`config.mk`:
```
export PLATFORM = sky130hd
export DESIGN_NAME = counter_mod_updown_flat
export DESIGN_NICKNAME = d
export VERILOG_FILES = /design/src/rtl/counter_mod_updown_if.sv /design/src/rtl/counter_mod_updown.sv /design/src/flat_wrapper.sv
export SDC_FILE = /design/constraint.sdc
export NUM_CORES = 1
export LEC_CHECK = 0
export BUFFER_PORTS_ARGS = -buffer_cell sky130_fd_sc_hd__buf_2
export CAP_MARGIN = 20
export CORE_AREA = 3 3 40 42
export CTS_CLUSTER_DIAMETER = 150
export CTS_CLUSTER_SIZE = 20
export DETAILED_ROUTE_END_ITERATION = 10
export DIE_AREA = 0 0 43 45
export GPL_ROUTABILITY_DRIVEN = 0
export SLEW_MARGIN = 20
export SYNTH_ARGS = -nofsm -noshare
export SYNTH_HDL_FRONTEND = slang
export SYNTH_SLANG_ARGS = --single-unit
```
`constraint.sdc`:
```
create_clock -name clk -period 2.21 [get_ports clk]
set_clock_uncertainty 0.05 [all_clocks]
set_input_delay 0.3315 -clock clk [delete_from_list [all_inputs] [get_ports clk]]
set_output_delay 0.3315 -clock clk [all_outputs]
set_load 0.02 [all_outputs]
```
`src/rtl/counter_mod_updown_if.sv`:
```
// Bus bundle for counter_mod_updown: control/load inputs and count/status outputs.
// The master side (bench or a sibling stage) drives the controls; the counter is the slave.
interface counter_mod_updown_if #(
  parameter int WIDTH = 4
);
  logic             enable;
  logic             carry_in;
  logic             up_down;
  logic             saturate;
  logic             load;
  logic [WIDTH-1:0] load_value;
  logic [WIDTH-1:0] count_M;
  logic             carry_out_M;
  logic             at_limit;
  logic             load_error;

  modport master (
    output enable, carry_in, up_down, saturate, load, load_value,
    input  count_M, carry_out_M, at_limit, load_error
  );

  modport slave (
    input  enable, carry_in, up_down, saturate, load, load_value,
    output count_M, carry_out_M, at_limit, load_error
  );
endinterface

```
`src/rtl/counter_mod_updown.sv`:
```
// Parametrised modulo-M up/down counter with range-checked parallel load,
// saturate mode and a combinational cascade carry for chaining digit stages.
// count_M and load_error are registered; at_limit and carry_out_M follow the
// current count and inputs combinationally so a chain wraps on a single edge.
module counter_mod_updown #(
  parameter int WIDTH = 4,
  parameter int M     = 10
) (
  input  logic                 clk,
  input  logic                 Reset,
  counter_mod_updown_if.slave  bus
);

  // Terminal value when counting up; M-1 always fits because M <= 2^WIDTH.
  localparam logic [WIDTH-1:0] TERM_UP  = WIDTH'(M - 1);
  localparam logic [WIDTH-1:0] ZERO     = {WIDTH{1'b0}};
  localparam logic [WIDTH-1:0] ONE      = WIDTH'(1);
  // Modulus held one bit wider so M = 2^WIDTH is representable.
  localparam logic [WIDTH:0]   M_EXT    = (WIDTH + 1)'(M);

  logic [WIDTH-1:0] count_r;
  logic             load_error_r;
  logic [WIDTH-1:0] count_nxt_s;
  logic             load_error_nxt_s;
  logic             step_s;
  logic [WIDTH-1:0] terminal_s;
  logic             at_term_s;
  logic             load_in_range_s;

  // Range check kept as a helper so the load path reads as intent.
  function automatic logic in_range(input logic [WIDTH-1:0] value);
    in_range = ({1'b0, value} < M_EXT);
  endfunction

  assign step_s          = bus.enable & bus.carry_in;
  assign terminal_s      = bus.up_down ? TERM_UP : ZERO;
  assign at_term_s       = (count_r == terminal_s);
  assign load_in_range_s = in_range(bus.load_value);

  // Next-state selection: load beats stepping; terminal steps wrap or hold.
  always_comb begin
    count_nxt_s      = count_r;
    load_error_nxt_s = 1'b0;
    if (bus.load) begin
      if (load_in_range_s) begin
        count_nxt_s      = bus.load_value;
        load_error_nxt_s = 1'b0;
      end else begin
        count_nxt_s      = TERM_UP;
        load_error_nxt_s = 1'b1;
      end
    end else if (step_s) begin
      if (!at_term_s) begin
        count_nxt_s = bus.up_down ? (count_r + ONE) : (count_r - ONE);
      end else if (!bus.saturate) begin
        count_nxt_s = bus.up_down ? ZERO : TERM_UP;
      end else begin
        count_nxt_s = count_r;
      end
    end else begin
      count_nxt_s = count_r;
    end
  end

  // State register with synchronous active-low reset.
  always_ff @(posedge clk) begin
    if (!Reset) begin
      count_r      <= ZERO;
      load_error_r <= 1'b0;
    end else begin
      count_r      <= count_nxt_s;
      load_error_r <= load_error_nxt_s;
    end
  end

  // Status outputs are gated by Reset immediately, even between edges.
  assign bus.count_M     = count_r;
  assign bus.load_error  = load_error_r;
  assign bus.at_limit    = Reset & at_term_s;
  assign bus.carry_out_M = Reset & step_s & ~bus.load & ~bus.saturate & at_term_s;

endmodule

```
`src/flat_wrapper.sv`:
```
// flat-port wrapper written by rule: the top's interface ports become plain ports
module counter_mod_updown_flat 
#(
  parameter int WIDTH = 4,
  parameter int M     = 10
)
  (clk, Reset, bus_enable, bus_carry_in, bus_up_down, bus_saturate, bus_load, bus_load_value, bus_count_M, bus_carry_out_M, bus_at_limit, bus_load_error);
  counter_mod_updown_if #(.WIDTH(WIDTH)) bus_i ();
  input  logic clk;
  input  logic Reset;
  input wire logic [$bits(bus_i.enable)-1:0] bus_enable;
  input wire logic [$bits(bus_i.carry_in)-1:0] bus_carry_in;
  input wire logic [$bits(bus_i.up_down)-1:0] bus_up_down;
  input wire logic [$bits(bus_i.saturate)-1:0] bus_saturate;
  input wire logic [$bits(bus_i.load)-1:0] bus_load;
  input wire logic [$bits(bus_i.load_value)-1:0] bus_load_value;
  output wire logic [$bits(bus_i.count_M)-1:0] bus_count_M;
  output wire logic [$bits(bus_i.carry_out_M)-1:0] bus_carry_out_M;
  output wire logic [$bits(bus_i.at_limit)-1:0] bus_at_limit;
  output wire logic [$bits(bus_i.load_error)-1:0] bus_load_error;
  assign bus_i.enable = bus_enable;
  assign bus_i.carry_in = bus_carry_in;
  assign bus_i.up_down = bus_up_down;
  assign bus_i.saturate = bus_saturate;
  assign bus_i.load = bus_load;
  assign bus_i.load_value = bus_load_value;
  assign bus_count_M = bus_i.count_M;
  assign bus_carry_out_M = bus_i.carry_out_M;
  assign bus_at_limit = bus_i.at_limit;
  assign bus_load_error = bus_i.load_error;
  counter_mod_updown #(.WIDTH(WIDTH), .M(M)) u_core (.clk(clk), .Reset(Reset), .bus(bus_i));
endmodule
```
==> impl_summary.txt <==
----------------------------------------------------
[Synth]
  Post-synth EDFFs ... 0
  Net count after synthesis ... 63
  Synth cell count leaders ... sky130_fd_sc_hd__inv_1 (7), sky130_fd_sc_hd__dfxtp_1 (5), sky130_fd_sc_hd__a21oi_1 (4), sky130_fd_sc_hd__nor3_1 (4), sky130_fd_sc_hd__nand2_1 (3)
  Number of storage elements in the synthesis netlist ... 5
  Async S/R FF share, synth ... 0%
  Number of standard cells after synthesis ... 49
  Sequential area share after synthesis ... 26.14%
  Synthesized area per cell ... 7.814 sq um
  Number of distinct library cells after synthesis ... 25
  Dominant cell by count in the synthesized netlist ... sky130_fd_sc_hd__inv_1
  Dominant cells by area after synthesis ... sky130_fd_sc_hd__dfxtp_1 (26%), sky130_fd_sc_hd__inv_1 (6.9%), sky130_fd_sc_hd__ha_1 (6.5%), sky130_fd_sc_hd__a21oi_1 (5.2%), sky130_fd_sc_hd__fa_1 (5.2%)
  Synthesis Warnings ... 0
  Post-synth top area share ... 26.14%
  Area leader, netlist ... sky130_fd_sc_hd__dfxtp_1
  Mapped Area ... 382.9 sq um
  Synth Flop Type ... sky130_fd_sc_hd__dfxtp_1

[Finish]
  Area added between synthesis and finish ... 36.27%
  Fin cells ... 85
  Layout Nets ... 85
  Number of diodes added for antenna fixing ... 0
  Share of final-layout standard cells stronger than drive strength 1 ... 32.86%

[Placement]
  Number of cells in the design after placement ... 81
  Dpl hpwl ... 812.3 um
  Number of input and output port buffers inserted ... 17
  Worst-case setup slack after placement ... 246.7 ps

[Global route]
  Largest net degree at the start of global routing ... 9
  Total gr overflow ... 0
  GRT Total Usage ... 12.53%
  Number of antenna violations at the first check in global routing ... 0
  Via count of the first global-routing pass ... 413
  First-pass GRT wire length ... 1759 um

[Min path]
  Worst Min Path Start ... Reset
  Path class of the lowest-slack min-delay path ... input pin to flip-flop

[Worst setup path]
  Startpoint of the most critical register-to-register path ... u_core.bus.count_M[0]
  Worst EP arrival ... 1700 ps
  Kind of end point of the critical path ... output pin
  CP Launch Type ... flip-flop
  Type of the worst setup path ... flip-flop to output pin
  Critical path origin ... u_core.bus.count_M[0]
  Required time of the critical path ... 1830 ps
  Maximum fanout along the worst path ... 6

[Timing]
  Least setup slack across all paths after layout ... 126.8 ps
  Transition time at the pin with the least slew margin ... 214.0 ps
  Hold Vio Cnt, Final ... 0
  Share of the clock period used by the worst path ... 94.26%
  Final number of max-transition violations ... 0
  Unrepaired setup endpoints after global routing ... false
  Setup violations, final ... 0
  Final Hold Slack ... 329.8 ps
  Upper clock frequency limit ... 0.4800 GHz
  Setup TNS Final ... 0 ps
  Max-slew headroom ... 85.65%
  Min cycle time layout ... 2083 ps

[CTS]
  Clock-pin transition on the worst setup and hold timing paths ... 40 ps
  Clock latency on the worst-skew pair ... 240 ps
  Count of H-tree levels built during CTS ... 1
  Total number of clock tree sinks ... 5
  Clock tree root driver cell ... sky130_fd_sc_hd__clkbuf_4
  TritonCTS clock tree ... built
  Maximum buffer depth of the clock tree ... 2
  Cts bufs inserted ... 3

[Floorplan]
  I/O pin count ... 18
  Standard-cell rows ... 13
  Die outline width ... 43 um
  Full die area ... 0.001935 sq mm
  Die height ... 45 um
  Floorplan Core Area ... 0.001285 sq mm
  Starting utilization of the core area ... 29.80%

[Detailed routing]
  DR pass1 iterations ... 4
  Final routed DRC violation total ... 0
  Post-route ant nets ... 0
  1st-iter DRT viols ... 8
  Mean routed wirelength per cell ... 11.49 um
  Drt total wl ... 977 um
  Total number of vias ... 444
  Vias/cell ... 5.224

[Power and ir drop]
  Power density relative to cell area ... 591.7 mW/mm^2
  Leakage ... 0.2615 nW
  Peak supply drop ... 0.2781 mV
  Tot Pwr ... 0.0003087 W

[Flow run]
  Max-cap check violation count ... 0

[Run status]
  Status ... finished, final reports clean

----------------------------------------------------
==> where the power goes <==
group | total (W) | internal (W) | leakage (nW) | switching (W)
sequential | 0.000108 | 0.0000976 | 0.0414 | 0.00000997
combinational | 0.0000947 | 0.0000426 | 0.205 | 0.0000521
clock | 0.000106 | 0.0000683 | 0.0150 | 0.0000381
total | 0.000309 | 0.000209 | 0.261 | 0.000100
==> cells in the final DEF, fill, tap and decap left out, types with 2 or more instances in the layout <==
| master | instances |
|---|---|
| sky130_fd_sc_hd__clkbuf_4 | 3 |
| sky130_fd_sc_hd__nor3_1 | 4 |
| sky130_fd_sc_hd__buf_2 | 17 |
| sky130_fd_sc_hd__ha_1 | 2 |
| sky130_fd_sc_hd__nor2_1 | 2 |
| sky130_fd_sc_hd__nand3_1 | 2 |
| sky130_fd_sc_hd__dfxtp_1 | 5 |
| sky130_fd_sc_hd__a21oi_1 | 4 |
| sky130_fd_sc_hd__mux2i_1 | 2 |
| sky130_fd_sc_hd__o21ai_1 | 2 |
| sky130_fd_sc_hd__inv_1 | 7 |
| sky130_fd_sc_hd__nand2_1 | 3 |
==> flip-flops by register name, summed over array words and instances (netlist names) <==
| register | cells |
|---|---|
| u_core.bus.load_error | 1 |
| u_core.bus.count_M | 4 |
==> routing by layer <==
layer | vias up | track usage, % | share of wire [%]
li1 | 219 | - | -
met1 | 205 | 15.82 | 46
met2 | 16 | 17.66 | 44
met3 | 4 | 3.187 | 6.8
met4 | 0 | 10.84 | 3.6
met5 | - | 0 | 0
==> cells by family after synthesis <==
logic type,count (synthesis),synth area share (%)
XOR/XNOR,1,2.288
multiplexers,2,5.229
AO/OA/AOI/OAI,15,26.47
AND/OR/NAND/NOR,15,20.27
flip-flops,5,26.14
buffers and inverters,8,7.843
adder cells (fa/ha/maj),3,11.76
==> stage by stage <==
stage	instance area, sq um	utilization [%]
6_report	521.8	40.60
5_1_grt	521.8	40.60
4_1_cts	516.7	40.21
3_5_place_dp	490.5	38.17
3_3_place_gp	490.5	38.17
2_1_floorplan	382.9	-
==> area by class of cell <==
type | count | area, sq um
multi-input cells | 36 | 257.7
inverters | 7 | 26.28
repair buffers | 18 | 92.59
flip-flops and latches | 5 | 100.1
fillers | 140 | 763.2
clock buffers | 4 | 26.28
well taps | 15 | 18.77
==> final timing paths <==
path / end / slack (ps) / cells past startpoint
worst min-delay path: u_core.bus.count_M[0] / 330 / 3
worst max register to register: u_core.bus.count_M[0] / 370 / 5
worst max-delay path: bus_carry_out_M / 130 / 5
worst min register to register: u_core.bus.count_M[0] / 560 / 2
==> worst max-delay path, stage by stage, from the launching register on <==
cell	delay, ps
sky130_fd_sc_hd__dfxtp_1	360
sky130_fd_sc_hd__or3_1	400
sky130_fd_sc_hd__a211oi_2	250
sky130_fd_sc_hd__and2_1	160
sky130_fd_sc_hd__and3_1	140
sky130_fd_sc_hd__buf_2	150
==> timing repair <==
action                                 CTS  global route
setup endpoints to repair                0             1
gates resized for setup                  0             1
endpoints found under the hold margin    0             0
setup buffers                            0             0
hold buffers                             0             0
Power figures use the tool's default switching activity.
